## config.mk

```make
export PLATFORM = sky130hd
export DESIGN_NAME = pix24to8_tx_flat
export DESIGN_NICKNAME = d
export VERILOG_FILES = /design/src/rtl/pix24to8_tx_if.sv /design/src/rtl/pix24to8_tx.sv /design/src/flat_wrapper.sv
export SDC_FILE = /design/constraint.sdc
export NUM_CORES = 1
export LEC_CHECK = 0
export ABC_AREA = 0
export CELL_PAD_IN_SITES_DETAIL_PLACEMENT = 1
export CELL_PAD_IN_SITES_GLOBAL_PLACEMENT = 1
export CORE_MARGIN = 3
export CORE_UTILIZATION = 45
export CTS_CLUSTER_SIZE = 8
export DETAILED_ROUTE_END_ITERATION = 12
export PLACE_DENSITY = 0.95
export SETUP_SLACK_MARGIN = 0.2
export SKIP_CTS_REPAIR_TIMING = 1
export SLEW_MARGIN = 0
export SYNTH_ARGS = -nofsm -noshare
export SYNTH_HDL_FRONTEND = slang
export SYNTH_SLANG_ARGS = --single-unit
```

## constraint.sdc

```tcl
create_clock -name dclk -period 3.5 [get_ports dclk]
set_input_delay 0.7 -clock dclk [delete_from_list [all_inputs] [get_ports dclk]]
set_output_delay 0.7 -clock dclk [all_outputs]
set_load 0.01 [all_outputs]
```

## src/rtl/pix24to8_tx_if.sv

```systemverilog
`default_nettype none
// ============================================================================
// Module      : pix24to8_tx_if
// Description : Request, VRAM read and byte-stream signals of pix24to8_tx.
// Revision    : 1.0 - initial release
// ============================================================================
interface pix24to8_tx_if;
    logic        start;
    logic [16:0] startaddr;
    logic        vram_rd;
    logic [16:0] vram_addr;
    logic [7:0]  vram_r;
    logic [7:0]  vram_g;
    logic [7:0]  vram_b;
    logic [7:0]  data8b;
    logic        en;
    logic        busy;
    logic        done;

    modport master (
        input  start, startaddr, vram_r, vram_g, vram_b,
        output vram_rd, vram_addr, data8b, en, busy, done
    );

    modport slave (
        output start, startaddr, vram_r, vram_g, vram_b,
        input  vram_rd, vram_addr, data8b, en, busy, done
    );
endinterface
`default_nettype wire

```

## src/rtl/pix24to8_tx.sv

```systemverilog
`default_nettype none
// ============================================================================
// Module      : pix24to8_tx
// Description : Streams a 7-byte header then NPIX RGB pixels read from VRAM
//               as a contiguous byte burst, followed by an idle gap.
// Revision    : 1.0 - initial release
// ============================================================================
module pix24to8_tx #(
    parameter int NPIX       = 480,
    parameter int VRAM_DEPTH = 76800,
    parameter int GAP        = 4
) (
    input  logic          dclk,
    input  logic          rst,
    pix24to8_tx_if.master bus
);
    localparam int              c_CW       = $clog2(3*NPIX + 8);
    localparam int              c_GW       = $clog2(GAP + 1);
    localparam logic [c_CW-1:0] c_HDR_LAST = c_CW'(6);
    localparam logic [c_CW-1:0] c_PIX_LAST = c_CW'(3*NPIX + 6);
    localparam logic [c_CW-1:0] c_RD_LAST  = c_CW'(3*NPIX + 4);
    localparam logic [c_GW-1:0] c_GAP_LAST = c_GW'(GAP);
    localparam logic [16:0]     c_ADDR_MAX = 17'(VRAM_DEPTH - 1);

    typedef enum logic [1:0] {
        S_IDLE = 2'd0,
        S_HDR  = 2'd1,
        S_PIX  = 2'd2,
        S_GAP  = 2'd3
    } state_t;

    state_t            r_state, w_state_nxt;
    logic [c_CW-1:0]   r_cnt, w_cnt_nxt;
    logic [1:0]        r_ph, w_ph_nxt;
    logic [c_GW-1:0]   r_gcnt, w_gcnt_nxt;
    logic [16:0]       r_sa, w_sa_nxt;
    logic [16:0]       r_paddr, w_paddr_nxt, w_paddr_inc, w_sa_clean;
    logic [23:0]       r_hold, w_rgb;
    logic              r_rd_q;
    logic              r_vram_rd, w_rd_nxt;
    logic [16:0]       r_vram_addr, w_addr_nxt;
    logic [7:0]        r_data, w_data_nxt;
    logic              r_en, w_en_nxt;
    logic              r_busy, w_busy_nxt;
    logic              r_done, w_done_nxt;

    // The R byte leaves on the same edge the hold register loads, so it is
    // taken from the read port directly; G and B come from the hold register.
    assign w_rgb       = r_rd_q ? {bus.vram_r, bus.vram_g, bus.vram_b} : r_hold;
    assign w_paddr_inc = (r_paddr == c_ADDR_MAX) ? 17'd0 : r_paddr + 17'd1;
    assign w_sa_clean  = (bus.startaddr > c_ADDR_MAX) ? 17'd0 : bus.startaddr;

    always_comb begin
        w_state_nxt = r_state;
        w_cnt_nxt   = r_cnt;
        w_ph_nxt    = r_ph;
        w_gcnt_nxt  = r_gcnt;
        w_sa_nxt    = r_sa;
        w_paddr_nxt = r_paddr;
        w_rd_nxt    = 1'b0;
        w_addr_nxt  = r_vram_addr;
        w_data_nxt  = 8'd0;
        w_en_nxt    = 1'b0;
        w_done_nxt  = 1'b0;
        case (r_state)
            S_IDLE: begin
                if (bus.start) begin
                    w_state_nxt = S_HDR;
                    w_cnt_nxt   = '0;
                    w_sa_nxt    = w_sa_clean;
                    w_paddr_nxt = w_sa_clean;
                end
            end
            S_HDR: begin
                w_en_nxt  = 1'b1;
                w_cnt_nxt = r_cnt + c_CW'(1);
                case (r_cnt[2:0])
                    3'd0:    w_data_nxt = {7'd0, r_sa[16]};
                    3'd1:    w_data_nxt = r_sa[15:8];
                    3'd2:    w_data_nxt = r_sa[7:0];
                    3'd3:    w_data_nxt = 8'h04;
                    3'd4:    w_data_nxt = 8'h40;
                    default: w_data_nxt = 8'h00;
                endcase
                if (r_cnt[2:0] == 3'd5) begin
                    w_rd_nxt    = 1'b1;
                    w_addr_nxt  = r_paddr;
                    w_paddr_nxt = w_paddr_inc;
                end
                if (r_cnt == c_HDR_LAST) begin
                    w_state_nxt = S_PIX;
                    w_ph_nxt    = 2'd0;
                end
            end
            S_PIX: begin
                w_en_nxt  = 1'b1;
                w_cnt_nxt = r_cnt + c_CW'(1);
                w_ph_nxt  = (r_ph == 2'd2) ? 2'd0 : r_ph + 2'd1;
                case (r_ph)
                    2'd0:    w_data_nxt = w_rgb[23:16];
                    2'd1:    w_data_nxt = w_rgb[15:8];
                    default: w_data_nxt = w_rgb[7:0];
                endcase
                // Next pixel is fetched during the G byte of the current one
                if (r_ph == 2'd1 && r_cnt <= c_RD_LAST) begin
                    w_rd_nxt    = 1'b1;
                    w_addr_nxt  = r_paddr;
                    w_paddr_nxt = w_paddr_inc;
                end
                if (r_cnt == c_PIX_LAST) begin
                    w_state_nxt = S_GAP;
                    w_gcnt_nxt  = '0;
                end
            end
            default: begin
                w_done_nxt = (r_gcnt == '0);
                w_gcnt_nxt = r_gcnt + c_GW'(1);
                if (r_gcnt == c_GAP_LAST) begin
                    w_state_nxt = S_IDLE;
                end
            end
        endcase
        w_busy_nxt = (w_state_nxt != S_IDLE);
    end

    always_ff @(posedge dclk) begin
        if (rst) begin
            r_state     <= S_IDLE;
            r_cnt       <= '0;
            r_ph        <= 2'd0;
            r_gcnt      <= '0;
            r_sa        <= 17'd0;
            r_paddr     <= 17'd0;
            r_hold      <= 24'd0;
            r_rd_q      <= 1'b0;
            r_vram_rd   <= 1'b0;
            r_vram_addr <= 17'd0;
            r_data      <= 8'd0;
            r_en        <= 1'b0;
            r_busy      <= 1'b0;
            r_done      <= 1'b0;
        end else begin
            r_state     <= w_state_nxt;
            r_cnt       <= w_cnt_nxt;
            r_ph        <= w_ph_nxt;
            r_gcnt      <= w_gcnt_nxt;
            r_sa        <= w_sa_nxt;
            r_paddr     <= w_paddr_nxt;
            r_hold      <= w_rgb;
            r_rd_q      <= r_vram_rd;
            r_vram_rd   <= w_rd_nxt;
            r_vram_addr <= w_addr_nxt;
            r_data      <= w_data_nxt;
            r_en        <= w_en_nxt;
            r_busy      <= w_busy_nxt;
            r_done      <= w_done_nxt;
        end
    end

    assign bus.vram_rd   = r_vram_rd;
    assign bus.vram_addr = r_vram_addr;
    assign bus.data8b    = r_data;
    assign bus.en        = r_en;
    assign bus.busy      = r_busy;
    assign bus.done      = r_done;
endmodule
`default_nettype wire

```

## src/flat_wrapper.sv

```systemverilog
// flat-port wrapper written by rule: the top's interface ports become plain ports
module pix24to8_tx_flat 
#(
    parameter int NPIX       = 480,
    parameter int VRAM_DEPTH = 76800,
    parameter int GAP        = 4
)
  (dclk, rst, bus_start, bus_startaddr, bus_vram_r, bus_vram_g, bus_vram_b, bus_vram_rd, bus_vram_addr, bus_data8b, bus_en, bus_busy, bus_done);
  pix24to8_tx_if bus_i ();
  input  logic dclk;
  input  logic rst;
  input wire logic [$bits(bus_i.start)-1:0] bus_start;
  input wire logic [$bits(bus_i.startaddr)-1:0] bus_startaddr;
  input wire logic [$bits(bus_i.vram_r)-1:0] bus_vram_r;
  input wire logic [$bits(bus_i.vram_g)-1:0] bus_vram_g;
  input wire logic [$bits(bus_i.vram_b)-1:0] bus_vram_b;
  output wire logic [$bits(bus_i.vram_rd)-1:0] bus_vram_rd;
  output wire logic [$bits(bus_i.vram_addr)-1:0] bus_vram_addr;
  output wire logic [$bits(bus_i.data8b)-1:0] bus_data8b;
  output wire logic [$bits(bus_i.en)-1:0] bus_en;
  output wire logic [$bits(bus_i.busy)-1:0] bus_busy;
  output wire logic [$bits(bus_i.done)-1:0] bus_done;
  assign bus_i.start = bus_start;
  assign bus_i.startaddr = bus_startaddr;
  assign bus_i.vram_r = bus_vram_r;
  assign bus_i.vram_g = bus_vram_g;
  assign bus_i.vram_b = bus_vram_b;
  assign bus_vram_rd = bus_i.vram_rd;
  assign bus_vram_addr = bus_i.vram_addr;
  assign bus_data8b = bus_i.data8b;
  assign bus_en = bus_i.en;
  assign bus_busy = bus_i.busy;
  assign bus_done = bus_i.done;
  pix24to8_tx #(.NPIX(NPIX), .VRAM_DEPTH(VRAM_DEPTH), .GAP(GAP)) u_core (.dclk(dclk), .rst(rst), .bus(bus_i));
endmodule
```

* After elaboration in Yosys (flattened, before gate mapping)
Cells that the tools add are included.
** Operators by class
- Add/subtract/negate cells :: 4
- Equality and inequality tests :: 18
- $lt $le $gt $ge :: 2
- Reduce and logical (&&, ||, !) cells :: 18
- Muxes and demuxes :: 29
- Bitwise gates (word level) :: 1
** Operators with widths (count)
- two-way mux 17 bit :: 7
- one-hot mux 17 bit (3 select lines) :: 1
- one-hot mux 8 bit (5 select lines) :: 1
- one-hot mux 17 bit (2 select lines) :: 1
- one-hot mux 8 bit (2 select lines) :: 2
- two-way mux 24 bit :: 1
- one-hot mux 11 bit (2 select lines) :: 1
- adder 17 x 1 -> 17 bit, second input constant :: 1
- equality test 17 bit, second input constant :: 1
- > comparator 17 bit, second input constant :: 1
- two-way mux 2 bit :: 6
- adder 11 x 1 -> 11 bit, second input constant :: 1
- equality test 11 bit, second input constant :: 1
- equality test 11 x 3 -> 1 bit, second input constant :: 1
- <= comparator 11 bit, second input constant :: 1
- two-way mux 11 bit :: 1
- equality test 3 bit, second input constant :: 3
- inequality test 2 x 1 -> 1 bit, second input constant :: 4
- AND reduction 2 bit :: 4
- equality test 3 x 2 -> 1 bit, second input constant :: 2
- logical NOT 3 bit :: 2
- one-hot mux 2 bit (3 select lines) :: 1
- one-hot mux 3 bit (2 select lines) :: 1
- nonzero test 2 bit :: 3
- 18 further kinds :: 24
** Storage, ports and cells
- Logic and storage cells :: 86
- Output and inout bits :: 29
- Bits of input ports :: 44
- Register bits :: 106

* Logic depth before layout (Yosys ltp)
Gate-level depths: netlist (run 1).
- Word-level depth :: 4
- Gate-level depth with buffers :: 9
- Mapped depth without buffers :: 7

* Least setup slack after synthesis (run 1)
Ideal clock, no wire load.
- Path type :: input-to-reg
- From :: input port bus_startaddr[10]
- To :: register u_core.r_paddr[5]
- Cell stages on the path :: 5
- Setup slack :: 1.411 ns
- Data arrival time :: 2.004 ns
- Setup time :: 0.085 ns
- Required time :: 3.415 ns
- Cell sequence :: a21o_1 > a311oi_2 > clkbuf_1 > a22oi_1 > o31ai_2
** Between the ends
- Cells in the longest elaborated chain, start to end :: 4
** Ends and longest elaborated chain
- from (decl) :: line flat_wrapper.sv:13 : input wire logic [$bits(bus_i.startaddr)-1:0] bus_startaddr;
- > comparator 17 bit :: line pix24to8_tx.sv:51 : assign w_sa_clean = (bus.startaddr > c_ADDR_MAX) ? 17'd0 : bus.startaddr;
- two-way mux 17 bit :: line pix24to8_tx.sv:51
- two-way mux 17 bit :: line pix24to8_tx.sv:67 : if (bus.start) begin
- one-hot mux 17 bit (3 select lines) :: line pix24to8_tx.sv:65 : case (r_state)
- to (signal assigned) :: line pix24to8_tx.sv:148 : r_paddr <= w_paddr_nxt;
- to (decl) :: line pix24to8_tx.sv:37 : logic [16:0] r_paddr, w_paddr_nxt, w_paddr_inc, w_sa_clean;
Every way passes these cells. The select of a mux whose other input is x is not followed.
A chain may end at the register's enable or synchronous reset.

* Worst setup path after layout (run 1)
- From :: register u_core.r_state[0]
- To :: register u_core.r_paddr[5]
** Between the ends
- Cells in the longest elaborated chain, start to end :: 3
- Elaborated cells between the ends (all ways) :: 9
** Ends and longest elaborated chain
- from (decl) :: line pix24to8_tx.sv:32 : state_t r_state, w_state_nxt;
- from (signal assigned) :: line pix24to8_tx.sv:143 : r_state <= w_state_nxt;
- equality test 2 bit (tied with other cells) :: line pix24to8_tx.sv:65
- inequality test 2 x 1 -> 1 bit (no line) (tied with other cells)
- AND reduction 4 bit (no line)
Parallel ways exist; a longest one is shown, timed or not.

==> reports/qor.yml, run 1 <==
outcome: "complete, no violations"
drt_iter0_drc: 239
cts_tree: "built"
overflow: 0
synth_edf_count: 0
yosys.area.top_type_share_pct: 41.5
cellLeakagePower_nw: 2.17
antenna-diode-count: 0
yosysWarnings: 0
synth_top_area_cell: "dfxtp_1"
final_cell_mix: "106 x dfxtp_1, 76 x nor2_1, 71 x clkdlybuf4s50_1, 45 x mux2i_1, 42 x nand2_1"
post_drt_wl_per_cell_um: 19.0
syn_nets: 623
vias: 4486
critPathBufInv: 1
fin_util_pct: 56.4
final_max_slew_viol_count: 0
placed_cells: 749
final_cell_count_no_fill: 765
synth_area_leaders: "dfxtp_1 42%, mux2i_1 8.8%, nor2_1 5.6%"
drive_gt1_share_pct: 8.80
ant_nets: 0
drc: 0
hpwl_mm: 10.4
p_per_area_mw_per_mm2: 446
final_net_count: 676
num_rows: 38
multi_input_area_mm2: 0.00274
cts_buffer_depth: 2
syn_avg_cell_area_um2: 9.01
ys_types: 69
hold_viol_final: 0
finalSetupViolations: 0
fillers: 1249
tns_ns: 0
required_ns: 3.76
path_cells: "inv_1 -> ha_1 -> nor2b_1 -> or2_1 -> a211o_1 -> o211ai_2 -> o31ai_2"
tightest_slew_ns: 0.973
htreeDepth: 3
synth_ff_type: "dfxtp_1"
cts_buffers: 9
die_h_um: 113
register_area_mm2: 0.00212
hold_class: "register to register"
drv_cap: 0
clock_latency_ns: 0.36
ir_drop_mv: 0.397
antenna_found_initial: 0
grt_pass1_wl_mm: 24.1
pin_count: 73
max_freq_ghz: 0.374
cp.arrival_ns: 2.93
cts-root-buf: "clkbuf_16"
synthCells: 567
critical_path_peak_fanout: 21
rsz0062_at_grt: "no"
clk_pin_slew_ns: 0.08
via_per_inst: 5.86
fin_crit_sh_pct: 76.4
layout_commonest_cell: "dfxtp_1"
relSlewSlack_pct: 35.1
grt_pass1_vias: 4784
ys_seq_area_share_pct: 41.5
floorplan.die.width_um: 113
fin_crit_ns: 2.67
gp_congestion: 0.835
end_kind: "register"
crit_type: "register to register"
crit_family: "compound AO/OA/AOI/OAI gates"
fin_ws_ns: 0.828
yosys_register_bits: 106
cp-start-kind: "register"
routed_wl_mm: 14.6
cpPeakStageDelay_ns: 0.80
dieArea_mm2: 0.0127
initial_core_util_pct: 46.5
grt_max_degree: 77
coreArea_mm2: 0.0110
synth_area_mm2: 0.00511
syn_to_final_growth_pct: 21.2
finalClockSkew_ns: 0.00633
dp_slack_ns: 0.551
cts_sinks: 106
drt_pass1_iterations: 4
grt_usage_pct: 23.5
async_reset_ff_share_pct: 0
crit_slowest_cell: "a211o_1"
port_buffers: 72
-- Yosys cell counts, drive strengths merged (7+ instances only) --
cell    number
buf         17
clkbuf      21
inv         17
a21oi       36
a221oi       7
nand2       42
nor2        76
a22oi       13
dfxtp      106
nor4         9
nand3       30
mux2i       45
ha          12
nor3        12
xnor2        7
o21ai       14
-- kinds of logic after synthesis --
group / share of synthesized area [%]
compound gates: 18.3
xor+xnor: 2.23
fa+ha+maj: 2.94
buf+inv: 5.09
flops: 41.5
mux: 9.91
simple gates: 20.0
-- power breakdown --
group | leakage (nW) | internal, mW | switching [mW]
Combinational | 1.16 | 0.163 | 0.217
Clock | 0.152 | 0.574 | 0.505
Sequential | 0.859 | 1.25 | 0.0527
-- tightest hold or removal path, cell delays in order (launching register included) --
cell and delay, ns:
dfxtp_1 0.32, nand2_1 0.05, a21oi_1 0.05
-- state kept, by name, summed over array words and instances, names as in the netlist --
signal and cells:
u_core.bus.busy 1, u_core.bus.data8b 8, u_core.bus.done 1, u_core.bus.en 1, u_core.bus.vram_addr 17, u_core.bus.vram_rd 1, u_core.r_cnt 11, u_core.r_gcnt 3
u_core.r_hold 24, u_core.r_paddr 17, u_core.r_ph 2, u_core.r_rd_q 1, u_core.r_sa 17, u_core.r_state 2
-- metrics by stage --
step	instance area [um^2]	hold slack, ns	power [mW]
final	6190	0.457	2.76
after floorplan	5110	0.431	1.56
after global routing	6190	0.483	2.87
after detailed placement	5880	0.453	1.70
after global placement	5880	0.441	1.68
after CTS	6190	0.462	2.77
-- area by class of cell --
type / instances / share of cell area, %
Clock inverter: 7 / 1.47
Multi-Input combinational cell: 405 / 44.2
Inverter: 18 / 1.09
Clock buffer: 9 / 3.64
Sequential cell: 106 / 34.3
Tap cell: 140 / 2.83
Timing Repair Buffer: 80 / 12.5
-- layer usage --
metal / track usage, % / share of wire [%] / vias up
met3: 5.01 / 4.8 / 18
li1: - / - / 2138
met2: 41.8 / 51 / 113
met4: 8.73 / 1.8 / 0
met1: 27.6 / 42 / 2217
met5: 0 / 0 / -
-- path summary, 6_finish.rpt --
| path | start | end | slack, ns | cells past startpoint |
|---|---|---|---|---|
| worst max register to register | u_core.r_state[0]$_SDFF_PP0_ | u_core.r_paddr[5]$_SDFFE_PP0P_ | 0.83 | 7 |
| worst max-delay path | u_core.r_state[0]$_SDFF_PP0_ | u_core.r_paddr[5]$_SDFFE_PP0P_ | 0.83 | 7 |
| worst min-delay path | u_core.r_sa[4]$_SDFFE_PP0P_ | u_core.r_sa[4]$_SDFFE_PP0P_ | 0.46 | 2 |
| worst min register to register | u_core.r_sa[4]$_SDFFE_PP0P_ | u_core.r_sa[4]$_SDFFE_PP0P_ | 0.46 | 2 |
Power figures use the tool's default switching activity.
==> run 2: changes to the inputs <==
CORE_UTILIZATION = 41   (was 45)
PLACE_DENSITY = 0.88   (was 0.95)
clock period = 2.65 ns   (was 3.5 ns; I/O delays follow)
==> run 2 against run 1 <==
Net effect:
- non-clock buffer count grew 16
- largest power group unchanged
- sequential power grew 32%
- worst hold slack gained 0.0073 ns
- register-to-register slack lost 0.51 ns
==> reports/qor.yml, run 2 (synthesis results as in run 1) <==
seq_power_share_pct: 48.5  # +1.3 points
drt_iter0_drc: 244  # +2.1%
grt_max_degree: 57  # -26%
finalSetupViolations: 0  # unchanged
cts-root-buf: "clkbuf_16"
final_net_count: 692  # +2.4%
cts_tree: "built"
grt_usage_pct: 21.8  # -1.7 points
final_max_slew_viol_count: 0  # unchanged
antenna-diode-count: 0  # unchanged
final_cell_count_no_fill: 809  # +5.8%
power.switching_mw: 1.02  # +31%
fin_ws_ns: 0.318  # -0.510 ns
fin_crit_sh_pct: 88.0  # +12 points
placedInstanceArea_mm2: 0.00604  # +2.9%
relSlewSlack_pct: 56.3  # +21 points
post_drt_wl_per_cell_um: 18.6  # -2.4%
drive_gt1_share_pct: 11.2  # +2.4 points
fin_util_pct: 52.2  # -4.2 points
antenna_found_initial: 0  # unchanged
grt_pass1_wl_mm: 25.0  # +3.7%
routed_wl_mm: 15.0  # +3.2%
cts_buffers: 9  # unchanged
drc: 0  # unchanged
dp_slack_ns: 0.144  # -0.406 ns
gp_congestion: 0.857  # +2.6%
pin_count: 73  # unchanged
p_clk_share_pct: 36.5  # -2.6 points
max_freq_ghz: 0.429  # +15%
p_int_mw: 2.54  # +28%
ant_nets: 0  # unchanged
p_total_mw: 3.55  # +29%
cp-start-kind: "register"
port_buffers: 72  # unchanged
swShare_pct: 28.6  # +0.51 points
hold_class: "register to register"
vias: 4567  # +1.8%
regMostFlops: "u_core.r_hold"
tightest_slew_ns: 0.656  # -0.318 ns
drv_cap: 0  # unchanged
grt-busiest-layer: "met2"
met3_usage_pct: 3.99  # -1.0 points
cp.arrival_ns: 2.55  # -0.38 ns
initial_core_util_pct: 42.2  # -4.3 points
htreeDepth: 3  # unchanged
hold_viol_final: 0  # unchanged
outcome: "complete, no violations"
fin_crit_ns: 2.33  # -0.340 ns
power.share.combinational_pct: 15.0  # +1.3 points
clock_latency_ns: 0.36  # about the same
coreArea_mm2: 0.0121  # +10%
die_h_um: 118  # +4.5%
required_ns: 2.87  # -0.89 ns
p_per_area_mw_per_mm2: 562  # +26%
overflow: 0  # unchanged
syn_to_final_growth_pct: 23.8
dieArea_mm2: 0.0138  # +9.2%
finalClockSkew_ns: 0.0108  # +0.00447 ns
hold_ws_ns: 0.464  # +0.00730 ns
finalInstanceArea_mm2: 0.00633  # +2.1%
end_kind: "register"
met2_usage_pct: 37.6  # -4.2 points
hpwl_mm: 10.9  # +4.9%
rsz0062_at_grt: "no"
drt_pass1_iterations: 5  # +1
placed_cells: 793  # +5.9%
floorplan.die.width_um: 118  # +4.5%
cellLeakagePower_nw: 2.24  # +3.1%
critical_path_peak_fanout: 12  # -43%
via_per_inst: 5.65  # -3.7%
crit_type: "register to register"
largest_register_ffs: 24  # unchanged
layout_commonest_cell: "dfxtp_1"
cts_sinks: 106  # unchanged
ir_drop_mv: 0.264  # -33%
tns_ns: 0  # unchanged
final_cell_mix: "105 x dfxtp_1, 76 x nor2_1, 71 x clkdlybuf4s50_1, 45 x mux2i_1, 42 x nand2_1"
clk_pin_slew_ns: 0.08  # about the same
num_rows: 40  # +5.3%
grt_pass1_vias: 4925  # +2.9%
met1_usage_pct: 26.6  # -1.0 points
cts_buffer_depth: 2  # unchanged
==> run 2: cell count changes in the layout (fill, tap and decap cells not counted) <==
cell       change
a211o_2        +1
bufinv_16      -1
clkinv_2       +1
buf_12         +1
a211o_1        -1
inv_6          -2
dfxtp_1        -1
clkbuf_1       +1
clkinv_8       -1
buf_4         +15
dfxtp_2        +1
clkinv_4       +2
==> run 2: final timing paths <==
path / start / to / slack [ns] / depth (start not counted)
max: u_core.r_state[0]$_SDFF_PP0_ / u_core.r_paddr[4]$_SDFFE_PP0P_ / 0.32 / 8
min: u_core.r_sa[5]$_SDFFE_PP0P_ / u_core.r_sa[5]$_SDFFE_PP0P_ / 0.46 / 2
max reg2reg: u_core.r_state[0]$_SDFF_PP0_ / u_core.r_paddr[4]$_SDFFE_PP0P_ / 0.32 / 8
min reg2reg: u_core.r_sa[5]$_SDFFE_PP0P_ / u_core.r_sa[5]$_SDFFE_PP0P_ / 0.46 / 2
==> run 2: per-layer routing <==
metal,share of wire (%),vias to the layer above,wire length (um)
met2,49,135,7390
met3,5.6,28,839
met5,0,-,0
met4,2.3,0,339
li1,-,2164,-
met1,43,2240,6470
==> run 2: area by class of cell <==
| class | instances | area [um^2] |
|---|---|---|
| repair buffers | 96 | 908 |
| inverters | 18 | 67.6 |
| clock inverters | 6 | 50.0 |
| clock buffers | 10 | 229 |
| flip-flops and latches | 106 | 2120 |
| well taps | 168 | 210 |
| fillers | 1400 | 5790 |
| multi-input cells | 405 | 2740 |
==> run 2: power groups by stage <==
| stage | clock [mW] | sequential (mW) | combinational (mW) |
|---|---|---|---|
| 4_1_cts | 1.33 | 1.72 | 0.530 |
| 5_1_grt | 1.39 | 1.73 | 0.577 |
| 3_3_place_gp | 0 | 1.75 | 0.504 |
| 2_1_floorplan | 0 | 1.74 | 0.326 |
| 3_5_place_dp | 0 | 1.76 | 0.525 |
| 6_report | 1.30 | 1.72 | 0.534 |
==> run 2: critical path, cell delays in order (launching register included) <==
cell,delay [ns]
dfxtp_1,0.40
inv_1,0.10
ha_1,0.30
nor2b_1,0.22
or2_1,0.24
a211o_2,0.39
buf_4,0.23
a221oi_2,0.23
a211oi_2,0.07
==> run 3: changes to the inputs <==
CORE_MARGIN = unset   (was 3)
CORE_UTILIZATION = 48   (was 41)
DONT_BUFFER_PORTS = 1   (was unset)
RECOVER_POWER = 100   (was unset)
==> run 3 against run 2 <==
Net effect:
- utilization down 0.24 points
- largest cell class unchanged
- critical endpoint is now u_core.bus.vram_addr[10]$_SDFFE_PP0P_
- non-clock buffer count down 78
- sequential cell count unchanged
- combinational power down 30%
- sequential share of layout area up 6.0 points
- highest routed layer unchanged
- sequential power about the same
- clock-buffer cell count down 1
- critical path depth down 1
==> reports/qor.yml, run 3 (synthesis results as in run 1) <==
syn_to_final_growth_pct: 5.02
fillers: 1231  # -12%
cts_sinks: 106  # unchanged
antenna_found_initial: 0  # unchanged
drc: 0  # unchanged
post_drt_wl_per_cell_um: 19.2  # +3.3%
finalSetupViolations: 0  # unchanged
layout_commonest_cell: "dfxtp_1"
grt_pass1_wl_mm: 22.5  # -10%
drv_cap: 0  # unchanged
antenna-diode-count: 0  # unchanged
cts_buffer_depth: 2  # unchanged
reg2reg_slack_ns: 0.23  # -0.09 ns
ant_nets: 0  # unchanged
port_buffers: 0  # -100%
tightest_slew_ns: 0.765  # +0.109 ns
p_per_area_mw_per_mm2: 578  # +2.8%
clk_pin_slew_ns: 0.11  # +0.03 ns
cts_tree: "built"
cts-root-buf: "clkbuf_8"
final_max_slew_viol_count: 0  # unchanged
vias: 4208  # -7.9%
overflow: 0  # unchanged
r2r_cells: 7  # -1
hpwl_mm: 9.69  # -11%
num_rows: 37  # -7.5%
tns_ns: 0  # unchanged
ir_drop_mv: 0.275  # +4.1%
drive_gt1_share_pct: 9.59  # -1.6 points
max_freq_ghz: 0.413  # -3.7%
pin_count: 73  # unchanged
grt_usage_pct: 25.6  # +3.8 points
via_per_inst: 6.02  # +6.6%
hold_start: "rst"
coreArea_mm2: 0.0103  # -15%
routed_wl_mm: 13.4  # -11%
floorplan.die.width_um: 105  # -11%
crit_type: "register to register"
regMostFlops: "u_core.r_hold"
required_ns: 2.94  # +0.07 ns
cellLeakagePower_nw: 1.88  # -16%
htreeDepth: 3  # unchanged
cp.arrival_ns: 2.71  # +0.16 ns
fin_crit_ns: 2.42  # +0.0900 ns
min_to: "u_core.r_gcnt[2]$_SDFFE_PP0P_"
largest_register_ffs: 24  # unchanged
fin_util_pct: 52.0  # -0.24 points
crit-reg2reg-launch: "u_core.r_cnt[0]$_SDFFE_PP0P_"
die_h_um: 105  # -11%
rsz0062_at_grt: "no"
hold_viol_final: 0  # unchanged
cp-start-kind: "register"
whs_path_depth: 1  # -1
relSlewSlack_pct: 49.0  # -7.3 points
dieArea_mm2: 0.0111  # -20%
critical_path_peak_fanout: 17  # +5
cts_buffers: 9  # unchanged
clock_latency_ns: 0.39  # +0.03 ns
r2r-end: "u_core.bus.vram_addr[10]$_SDFFE_PP0P_"
final_cell_mix: "106 x dfxtp_1, 76 x nor2_1, 45 x mux2i_1, 42 x nand2_1, 35 x a21oi_1"
grt_pass1_vias: 4532  # -8.0%
fin_crit_sh_pct: 91.4  # +3.4 points
end_kind: "register"
critPathLaunch: "u_core.r_cnt[0]$_SDFFE_PP0P_"
initial_core_util_pct: 49.5  # +7.3 points
grt_max_degree: 78  # +37%
drt_pass1_iterations: 4  # -1
outcome: "complete, no violations"
hold_class: "input port to register"
drt_iter0_drc: 187  # -23%
final_net_count: 614  # -11%
finalClockSkew_ns: 0.0126  # +0.00184 ns
gp_congestion: 0.855  # -0.22%
==> run 3: worst max-delay path by stage <==
stage,slack (ns),to
finish,0.23,u_core.bus.vram_addr[10]$_SDFFE_PP0P_
global route,0.11,u_core.r_paddr[4]$_SDFFE_PP0P_
CTS,0.31,u_core.r_paddr[4]$_SDFFE_PP0P_
detailed placement,0.38,u_core.r_paddr[4]$_SDFFE_PP0P_
global placement,0.49,u_core.r_paddr[4]$_SDFFE_PP0P_
floorplan,0.61,u_core.r_paddr[4]$_SDFFE_PP0P_
==> run 3: per-stage QoR <==
step | cells | power, mW | instance area, um^2 | worst slack [ns] | hold WS (ns)
finish | 699 | 3.10 | 5370 | 0.228 | 0.212
global route | 699 | 3.22 | 5370 | 0.111 | 0.184
CTS | 699 | 3.14 | 5420 | 0.305 | 0.195
detailed placement | 683 | 2.15 | 5230 | 0.376 | 0.448
global placement | 683 | 2.13 | 5230 | 0.490 | 0.434
floorplan | 567 | 2.06 | 5110 | 0.610 | 0.431
==> run 3: cell type report <==
class | count | area (um^2) | area share (%)
Clock inverter | 7 | 68.8 | 1.28
Inverter | 18 | 67.6 | 1.26
Tap cell | 136 | 170 | 3.17
Sequential cell | 106 | 2120 | 39.5
Multi-Input combinational cell | 405 | 2690 | 50.2
Clock buffer | 9 | 124 | 2.31
Timing Repair Buffer | 18 | 123 | 2.28
==> run 3: worst max-delay path: stages (launching register included) <==
cell and delay, ns:
dfxtp_1 0.44, ha_1 0.44, nand2_1 0.10, a22o_1 0.28, a211oi_1 0.39, buf_4 0.38
mux2i_1 0.23, nor2_1 0.06
==> run 3: per-layer routing <==
| metal | GRT usage (%) | routed length (um) |
|---|---|---|
| met3 | 7.24 | 698 |
| met2 | 44.4 | 6950 |
| met5 | 0 | 0 |
| met4 | 10.2 | 225 |
| met1 | 29.4 | 5550 |
==> run 3: report_power, final <==
group / internal, mW / leakage [nW] / total (mW) / switching, mW
sequential: 1.65 / 0.859 / 1.73 / 0.0770
combinational: 0.143 / 0.921 / 0.373 / 0.229
clock: 0.370 / 0.0997 / 1.00 / 0.630
==> variant, RTL diff (settings of run 2) <==
Take the reset off `r_paddr` and load it in a clocked block of its own.
--- a/src/rtl/pix24to8_tx.sv
+++ b/src/rtl/pix24to8_tx.sv
@@ -131,5 +131,4 @@
             r_gcnt      <= '0;
             r_sa        <= 17'd0;
-            r_paddr     <= 17'd0;
             r_hold      <= 24'd0;
             r_rd_q      <= 1'b0;
@@ -146,5 +145,4 @@
             r_gcnt      <= w_gcnt_nxt;
             r_sa        <= w_sa_nxt;
-            r_paddr     <= w_paddr_nxt;
             r_hold      <= w_rgb;
             r_rd_q      <= r_vram_rd;
@@ -158,4 +156,8 @@
     end
 
+    always_ff @(posedge dclk) begin
+        r_paddr <= w_paddr_nxt;
+    end
+
     assign bus.vram_rd   = r_vram_rd;
     assign bus.vram_addr = r_vram_addr;
Check against the original RTL: no difference found for any inputs over 10 cycles, from zero or initial values and one cycle with rst high; that may be too few to reach the edited logic, so the function may still have changed.
==> variant against run 2 <==
Worst setup slack better by 140 ps. Wire length is 13% lower. First-iteration DRC count is 5.3% higher. Clock skew is 0.79 ps higher. Power is 3.5% higher. Area after synthesis is 2.3% lower. Sequential share of layout area is 3.4 points higher. Count of clock-buffer cells in the layout is 1 lower. Final area is 2.0% lower. Synthesized cell count is 6.7% lower. Sequential cell count stayed put.
==> variant: results (changes against run 2) <==
Outcome: completed
R2R setup slack: 460 ps (+140 ps)
Syn_area_per_cell: 9.44 sq um (+4.7%)
Post-place instance area: 5860 sq um (-3.1%)
Met3 WL post-DR: 630 microns (-25%)
Adder-Cell Fraction of Synth Area: 0.0301 (+0.000684)
Placed cell count: 727 (-8.3%)
Hold_ws: 477 ps (+13.1 ps)
Synth top area cells: dfxtp_1 36%, edfxtp_1 10%, mux2i_1 9.8%
Leak: 2.34 nW (+4.8%)
Syn Nets: 585 (-6.1%)
Clk_skew: 11.6 ps (+0.788 ps)
Distinct cells, synth: 49 (-29%)
FF-to-FF End: u_core.r_paddr[10]$_DFFE_PP_
Post-synthesis mux area share: 0.112 (+0.0126)
M1 GR Usage: 0.261 (-0.00516)
Multi-input logic area: 2530 sq um (-7.7%)
Worst R2R Path Depth: 5 (-3)
First-pass DRT Iterations: 8 (+3)
Routed wire per std cell: 17.6 microns (-5.5%)
Critical hold path startpoint: u_core.bus.vram_addr[11]$_SDFFE_PP0P_
Post-synth top cells: 89 x dfxtp_1, 73 x nor2_1, 49 x mux2i_1, 40 x nand2b_1, 35 x nand2_1
Via count: 4091 (-10%)
Post-synth EDFFs: 17 (+17)
Headroom to the max-slew limit: 0.624 (+0.0608)
WHS Endpoint: u_core.bus.vram_addr[11]$_SDFFE_PP0P_
Fmax: 456 MHz (+6.3%)
DP HPWL: 9.40 mm (-14%)
Setup Slack @ Placement: 429 ps (+285 ps)
R2R Path Start: u_core.r_paddr[0]$_DFFE_PP_
Met3 usage: 0.0347 (-0.00517)
Drt first-iter violations: 257 (+5.3%)
Arr. time, crit path: 2270 ps (-280 ps)
Worst Path Max Fanout: 14 (+2)
Largest net degree at the start of global routing: 47 (-18%)
Post-synthesis compound-gate area fraction: 0.121 (-0.0621)
-- variant: cell types whose count changed after synthesis, sizes merged, moves of 6 or more --
cell / change
dfxtp: -17
a21oi: -19
edfxtp: +17
nand3: -15
a22oi: +9
nor4: -6
buf: -9
nand2b: +38
o21ai: +8
a221oi: -6
and2: -6
nand2: -7
-- variant: where the power goes --
| group | leakage [nW] | total, mW | internal [mW] | switching [mW] |
|---|---|---|---|---|
| Clock | 0.163 | 1.53 | 0.922 | 0.608 |
| Combinational | 1.29 | 0.372 | 0.170 | 0.202 |
| Sequential | 0.890 | 1.78 | 1.71 | 0.0712 |
| Total | 2.34 | 3.68 | 2.80 | 0.881 |
-- variant: critical path, stage by stage (launching register included) --
cell and delay (ps):
edfxtp_1 460, ha_1 250, inv_1 90, or4_4 550
o21ai_4 400, o21ai_1 170
-- variant: area by class of cell --
cell class	instances	area share
clock inverters	7	0.0186
inverters	14	0.00848
clock buffers	9	0.0363
multi-input cells	380	0.408
well taps	143	0.0289
repair buffers	84	0.130
flip-flops and latches	106	0.370
